## config.mk

```make
export PLATFORM = sky130hd
export DESIGN_NAME = chnl_tx_framer
export DESIGN_NICKNAME = d
export VERILOG_FILES = /design/src/rtl/chnl_tx_framer.sv
export SDC_FILE = /design/constraint.sdc
export NUM_CORES = 1
export LEC_CHECK = 0
export ABC_AREA = 1
export BUFFER_PORTS_ARGS = -buffer_cell sky130_fd_sc_hd__buf_2
export CORE_ASPECT_RATIO = 0.75
export CORE_MARGIN = 1
export CORE_UTILIZATION = 40
export DETAILED_ROUTE_END_ITERATION = 6
export SYNTH_ARGS = -nofsm -noshare
export SYNTH_HDL_FRONTEND = slang
export SYNTH_SLANG_ARGS = --single-unit
```

## constraint.sdc

```tcl
create_clock -name clk -period 5.2 [get_ports clk]
set_input_delay 0.26 -clock clk [delete_from_list [all_inputs] [get_ports clk]]
set_output_delay 0.26 -clock clk [all_outputs]
set_load 0.03 [all_outputs]
```

## src/rtl/chnl_tx_framer.sv

```systemverilog
// chnl_tx_framer: packs 32-bit records into fixed CHNL_ALIGN-word frames (header, payload, padding)
//   clk, rst (async, active-high)
//   i_val/i_rdy/i_data/i_last : record word input, i_last marks the final word of a record
//   o_val/o_rdy/o_data        : frame word output toward the CHNL transmitter
//   o_frame_cnt               : completed frame count (wraps)
//   CHNL_TX_FRAMER_FLUSH_EN   : when defined, a partial frame is flushed after MAX_IDLE_CYCLES idle cycles
module chnl_tx_framer #(
  parameter int          CHNL_ALIGN      = 4,
  parameter logic [7:0]  MAGIC           = 8'hA5,
  parameter logic [31:0] PAD_WORD        = 32'h0000_0000,
  parameter int          MAX_IDLE_CYCLES = 128
) (
  input  logic        clk,
  input  logic        rst,
  input  logic        i_val,
  output logic        i_rdy,
  input  logic [31:0] i_data,
  input  logic        i_last,
  output logic        o_val,
  input  logic        o_rdy,
  output logic [31:0] o_data,
  output logic [31:0] o_frame_cnt
);
  localparam logic [15:0] FULL     = 16'(CHNL_ALIGN - 1);
  localparam logic [15:0] LAST_IDX = 16'(CHNL_ALIGN - 2);
  typedef enum logic [1:0] {S_FILL, S_HDR, S_BODY} state_t;
  state_t state, state_nx;
  logic [31:0] mem [CHNL_ALIGN-1];
  logic [15:0] wcnt, idx;
  logic [6:0]  seq;
  logic        lastf, take, close, flush, done;
  logic [31:0] rd;
  if (CHNL_ALIGN < 2 || MAX_IDLE_CYCLES < 1) begin : g_bad_params
    $error("chnl_tx_framer: CHNL_ALIGN must be >= 2 and MAX_IDLE_CYCLES >= 1");
  end
  assign take  = state == S_FILL && i_val;
  assign close = take && (i_last || wcnt + 16'd1 == FULL);
  assign done  = state == S_BODY && o_rdy && idx == LAST_IDX;
`ifdef CHNL_TX_FRAMER_FLUSH_EN
  logic [31:0] idle;
  // flush at the end of the idle cycle that brings the counter to the limit
  assign flush = state == S_FILL && wcnt != 16'd0 && !i_val && idle == 32'(MAX_IDLE_CYCLES - 1);
  always_ff @(posedge clk or posedge rst)
    if (rst) idle <= '0;
    else if (state != S_FILL || take) idle <= '0;
    else if (wcnt != 16'd0 && idle != 32'(MAX_IDLE_CYCLES)) idle <= idle + 32'd1;
`else
  assign flush = 1'b0;
`endif
  always_ff @(posedge clk or posedge rst)
    if (rst) state <= S_FILL;
    else state <= state_nx;
  always_comb begin
    state_nx = state;
    i_rdy    = 1'b0;
    o_val    = 1'b0;
    o_data   = '0;
    rd       = PAD_WORD;
    for (int k = 0; k < CHNL_ALIGN - 1; k++)
      if (idx == 16'(k) && idx < wcnt) rd = mem[k];
    case (state)
      S_FILL: begin
        i_rdy    = 1'b1;
        state_nx = (close || flush) ? S_HDR : S_FILL;
      end
      S_HDR: begin
        o_val    = 1'b1;
        o_data   = {MAGIC, lastf, seq, wcnt};
        state_nx = o_rdy ? S_BODY : S_HDR;
      end
      S_BODY: begin
        o_val    = 1'b1;
        o_data   = rd;
        state_nx = done ? S_FILL : S_BODY;
      end
      default: state_nx = S_FILL;
    endcase
  end
  always_ff @(posedge clk)
    if (take)
      for (int k = 0; k < CHNL_ALIGN - 1; k++)
        if (wcnt == 16'(k)) mem[k] <= i_data;
  always_ff @(posedge clk or posedge rst)
    if (rst) begin
      wcnt        <= '0;
      idx         <= '0;
      seq         <= '0;
      lastf       <= 1'b0;
      o_frame_cnt <= '0;
    end else begin
      if (take) wcnt <= wcnt + 16'd1;
      if (close) lastf <= i_last;
      if (flush) lastf <= 1'b0;
      if (state == S_HDR && o_rdy) idx <= '0;
      if (state == S_BODY && o_rdy) idx <= idx + 16'd1;
      if (done) begin
        wcnt        <= '0;
        seq         <= seq + 7'd1;
        o_frame_cnt <= o_frame_cnt + 32'd1;
      end
    end
endmodule

```

# [Word level (Yosys, flattened, before mapping)]
# Memory sizes are Yosys's and may differ from the RTL's.
# Index checks and enable logic that the tools add are counted.
[word_totals] romBits=0 output_inout_bits=66 n_memories=1 ff_bits=74 ram_bits=96 latch_bits=0
[op_classes] n_addsub=4 order_cmp=1 eq_ne=7 n_div=0 bitwise=0 n_mux=29 mul=0 reduce_logical=17 shift=0
[memory_table] name="mem" depth=3 width=32 read_ports=3 rd_clocked_by_memory_dff=0 wr=1 line_no="28" source="logic [31:0] mem [CHNL_ALIGN-1];"
[ops] cell="2-to-1 mux 32 bit" n=5
[ops] cell="2-to-1 mux 16 bit" n=4
[ops] cell="case mux 32 bit (2 select lines)" n=1
[ops] cell="OR reduction 32 bit" n=2
[ops] cell="== test 16 x 2 -> 1 bit (second input constant)" n=3
[ops] cell="adder 16 x 1 -> 16 bit (second input constant)" n=2
[ops] cell="adder 32 x 1 -> 32 bit (second input constant)" n=1
[ops] cell="== test 16 x 1 -> 1 bit (second input constant)" n=2
[ops] cell="zero test 16 bit" n=2
[ops] cell="< comparator 16 bit" n=1
[ops] cell="2-to-1 mux 1 bit" n=14
[ops] cell="logical AND 1 bit" n=8
[ops] cell="2-to-1 mux 2 bit" n=4
[ops] cell="adder 7 x 1 -> 7 bit (second input constant)" n=1
[ops] cell="case mux 2 bit (3 select lines)" n=1
[ops] cell="nonzero test 2 bit" n=2
[ops] cell="== test 2 x 1 -> 1 bit (second input constant)" n=1
[ops] cell="== test 2 bit (second input constant)" n=1
[ops] cell="zero test 2 bit" n=1
[ops] cell="OR reduction 2 bit" n=1
[ops] cell="logical OR 1 bit" n=1

# [Logic depth before layout (Yosys ltp)]
[depth] ltp_word=7 mapped_depth=16 ltp_nobuf=15

# [Least setup slack after synthesis]
# Ideal clock, no wire load.
[synth_path] kind="reg-to-reg" from="reg state[0]" to="mem mem[0][0], enable pin" required_time_ns=4.732 period_less_slack_ns=4.058 n_path_buf=0 setup_time_ns=0.468 stages_incl_launch_ff=7 arrival_time_ns=3.590 slack_ns=1.142 path_cell_list="dfrtp_1 inv_1 ha_1 nand2_1 inv_1 nand3_1 nor3b_1"
[synth_between] elab_chain_cells=7 word_cells_on_any_way=14 classes_between="10 x mux; 4 x reduce/logical"
[synth_lines] element="start, declared" line_no="27" source="state_t state, state_nx;"
[synth_lines] element="start signal, assigned" line_no="52" source="else state <= state_nx;"
[synth_lines] element="zero test 2 bit (*)" line_no="36" source="assign take = state == S_FILL && i_val;"
[synth_lines] element="logical AND 1 bit (*)" line_no="36"
[synth_lines] element="2-to-1 mux 1 bit" line_no="80" source="if (take)"
[synth_lines] element="2-to-1 mux 1 bit (not written as such)" line_no="82" source="if (wcnt == 16'(k)) mem[k] <= i_data;"
[synth_lines] element="OR reduction 32 bit (no source line)"
[synth_lines] element="2-to-1 mux 2 bit (no source line) / 2-to-1 mux 1 bit (equally long branches) (2 in a row)"
[synth_lines] element="end, declared" line_no="28"
# Mark *: on every way between the ends. The rest lies on a longest branch, timed or not.

# [Worst setup path in the final report]
[layout_path] from="reg wcnt[5]" to="out o_data[24]"
[layout_between] elab_chain_cells=6 word_cells_on_any_way=8 classes_between="1 x order compare; 4 x mux; 3 x reduce/logical"
[layout_lines] element="start, declared" line_no="29" source="logic [15:0] wcnt, idx;"
[layout_lines] element="start signal, assigned" line_no="91" source="if (take) wcnt <= wcnt + 16'd1;"
[layout_lines] element="< comparator 16 bit (*)" line_no="60" source="if (idx == 16'(k) && idx < wcnt) rd = mem[k];"
[layout_lines] element="logical AND 1 bit" line_no="60"
[layout_lines] element="2-to-1 mux 32 bit (2 in a row)" line_no="60"
[layout_lines] element="2-to-1 mux 32 bit (*)" line_no="60"
[layout_lines] element="case mux 32 bit (2 select lines) (*)" line_no="61" source="case (state)"
[layout_lines] element="end, declared" line_no="21" source="output logic [31:0] o_data,"
# Marked as above.

==> summary.md <==
| Metric | Value |
|---|---|
| Most frequent cells after synthesis | `nand2_1 (224), inv_1 (130), nand4_1 (102), edfxtp_1 (96), dfrtp_1 (74)` |
| Mapped Cells | `a little over 1,000` |
| CTS Hold Bufs | `2` |
| Placed Area | `between 9000 and 10,000 µm²` |
| Post-synth ARST share | `43.5%` |
| Crit path from | `wcnt[5]` |
| Worst Clk Skew | `around 0.01 ns` |
| Min-Delay Startpoint | `i_data[28]` |
| CP Capture Type | `primary output` |
| Crit-path cells | `inv_1, ha_1, a21oi_1, nor2_1, nor3_1, nand2_1, nand2_2, nand3_2, nand3_1, nand2_1, a21oi_1, buf_2` |
| CTS tree | `yes` |
| Post-route ant nets | `0` |
| TNS Setup | `0 ns` |
| #FFs+latches synth | `170` |
| Avg Synthesized Cell Area | `9.00 µm²` |
| Num rows | `47` |
| Flop2flop setup slack | `2.04 ns` |
| Buffers on Ports | `102` |
| Fillers | `~2,200` |
| Critical R2R Capture | `wcnt[1]` |
| Starting density of the core | `41.2%` |
| Power Dens Cells | `469 nW/µm²` |
| Slowest Stage Delay on Critical Path | `between 0.8 and 0.9 ns` |
| CTS-repair resized insts | `0` |
| Clock tree buffer depth | `2` |
| Antenna cells | `0` |
| CTS Root Buffer Type | `clkbuf_16` |
| Area grow syn2layout | `14.8%` |
| Slew HR | `around a third` |
| Cell accounting for the most synthesized area | `edfxtp_1` |
| Launching point of the worst reg2reg path | `state[0]` |
| Iter 0 DRT Violations | `approximately 540` |
| Worst Path Required | `~5 ns` |
| Least-Margin Pin Slew | `1.02 ns` |
| Routed wl met2 | `between 9 and 10 mm` |
| Final Util | `47.2%` |
| Average wire per standard cell | `16.8 µm` |
| CP startpoint kind | `flop` |
| Largest net degree at the start of global routing | `between 50 and 60` |
| Total GRT Usage | `a little over a fifth` |
| Final hold vios | `0` |
| Design area | `roughly 11,000 µm²` |
| First-pass GRT wire length | `~38 mm` |
| WL met1 | `around 12 mm` |
| Post-synth top area share | `between 30% and 40%` |
| Final setup vio count | `0` |
| Synth Net Count | `about 1,100` |
| Ports | `about 100` |
| Metal3 WL | `1.91 mm` |
| Sequential cell area | `~4700 µm²` |
| Multi-input gate area | `between 3000 and 4000 µm²` |
| Post-route clock period utilization | `83.3%` |
| Number of global-route vias before repair | `around 7,000` |
| Maximum VDD drop | `between 0.2 and 0.3 mV` |
| GPL Wtd Cong | `0.910` |
| Antenna violations before repair | `1` |
| RSZ-0062 raised after global routing | `false` |
| Core ar. | `roughly 22,000 µm²` |
| Die width | `~180 µm` |
| CP max-delay cell | `nand3_2` |
| Nets@finish | `1,174` |
| Hold crit path type | `input port to flop` |
| CTS HTree Levels | `4` |
| Worst r2r path cells | `8` |
| Post-synth cell types | `44` |
| DR vias/cell | `between 5 and 6` |
| Post-CTS Repair Setup Buffers | `0` |
| Highest Signal Layer | `met5` |
| Die Ht | `133 µm` |
| Share of layout cells above drive strength 1 | `between 15 and 20%` |
| Drt total wl | `23.8 mm` |
| Synth Flop Type | `edfxtp_1` |
| Pleak | `a little under 0.005 µW` |
| DRC Markers | `0` |
| Total gr overflow | `0` |
| Routed via count | `7,473` |
| Die area | `about 23,000 µm²` |
| Yosys warnings | `0` |
| Pins over their slew limit | `0` |
| Outcome | `completed` |
| # clock sinks | `170` |
| Critical path class | `flop to primary output` |
| Crit path DAT | `roughly 4 ns` |
| Dpl hpwl | `16.2 mm` |
| Post-synth EDFFs | `96` |
| CP Capture Point | `o_data[24]` |
| MaxCap Viol Count | `0` |
| DR pass1 iterations | `5` |
| TritonCTS Buffers | `17` |
| Top cells by area, synth | `edfxtp_1 (32%), dfrtp_1 (20%), nand2_1 (9.2%), nand4_1 (7.0%), inv_1 (5.3%)` |
| Fmax | `approximately 230 MHz` |
| Mapped cell area | `9150 µm²` |
| CTS clk-pin slew, worst paths | `~0.070 ns` |
| Fin crit period | `4.33 ns` |
| Critical-path maximum fanout | `41` |
| Proportion of synthesized chip area in sequential cells | `51.8%` |
| Clk_lat worst skew | `0.43 ns` |
| Most common cell in the netlist | `nand2_1` |
[per-stage QoR]
stage	power [µW]	setup slack, ns	hold WS [ns]	cells
finish	4920	0.869	0.0261	1414
global route	5250	0.548	0.00428	1414
CTS	4940	0.920	0.000504	1414
detailed placement	3680	1.42	0.285	1380
global placement	3660	1.46	0.290	1380
floorplan	3150	1.14	0.359	1017
[cell usage in the layout, fill, tap and decap left out, types with 2 or more instances in the layout]
| cell | count |
|---|---|
| inv_4 | 2 |
| nor2_2 | 11 |
| a21oi_1 | 42 |
| nand3_2 | 6 |
| buf_4 | 8 |
| o21ai_0 | 28 |
| inv_2 | 7 |
| clkbuf_16 | 18 |
| ha_1 | 30 |
| xor2_1 | 22 |
| nor2_1 | 55 |
| nand2_1 | 224 |
| edfxtp_1 | 96 |
| o22ai_1 | 9 |
| buf_2 | 102 |
| nor3_2 | 3 |
| xnor2_1 | 17 |
| nor3_1 | 11 |
| clkinv_2 | 6 |
| nor4_1 | 5 |
| nor2_4 | 2 |
| nand2_4 | 4 |
| nand2_2 | 4 |
| nand3_1 | 69 |
| or2_2 | 4 |
| dfrtp_1 | 74 |
| o21ai_1 | 4 |
| inv_1 | 129 |
| inv_6 | 4 |
| nand4_1 | 102 |
| dlygate4sd3_1 | 2 |
| nor3_4 | 2 |
| nor3b_2 | 2 |
[state kept, by name, summed over array words and instances, names as in the netlist]
register	count
idx	16
o_frame_cnt	32
wcnt	16
seq	7
mem	96
lastf	1
state	2
[report_power, final]
group          switching (µW)  internal (µW)
clock                     551            692
combinational            1420            595
sequential                133           1530
[worst max-delay path, delay by kind of cell (launching register included)]
family | cells | cell delay [ns]
AND/OR/NAND/NOR | 7 | 2.09
AO/OA/AOI/OAI | 2 | 0.41
flip-flops | 1 | 0.40
buffers and inverters | 2 | 0.38
adder cells (fa/ha/maj) | 1 | 0.32
[cell families after synthesis]
logic type	count (synthesis)	share of synthesized area, %
AND/OR/NAND/NOR	508	27.1
buffers and inverters	179	7.93
adder cells (fa/ha/maj)	30	4.10
XOR/XNOR	39	3.73
AO/OA/AOI/OAI	89	5.17
multiplexers	2	0.232
flip-flops	170	51.8
[how the worst min path moves through the flow]
stage	end	slack, ns	cells after the start
floorplan	mem[0][0]	0.36	0
global placement	o_frame_cnt[17]	0.29	2
detailed placement	o_frame_cnt[17]	0.28	2
CTS	mem[0][81]	0.0005	1
global route	mem[0][81]	0.004	1
finish	mem[0][28]	0.03	1
[layer usage]
metal  track usage (%)  up-vias
met5                 0        -
met4              6.32        2
met3              5.49       27
met2              29.3      297
met1              32.4     3526
li1                  -     3621
[layout make-up]
type | instances | share of cell area (%)
clock inverter | 13 | 1.06
sequential | 170 | 45.1
clock buffer | 19 | 4.34
inverter | 138 | 4.95
timing repair buffer | 112 | 5.62
tap | 294 | 3.50
multi-input combinational | 668 | 35.4
No activity file was read; power rests on OpenSTA's default activity.
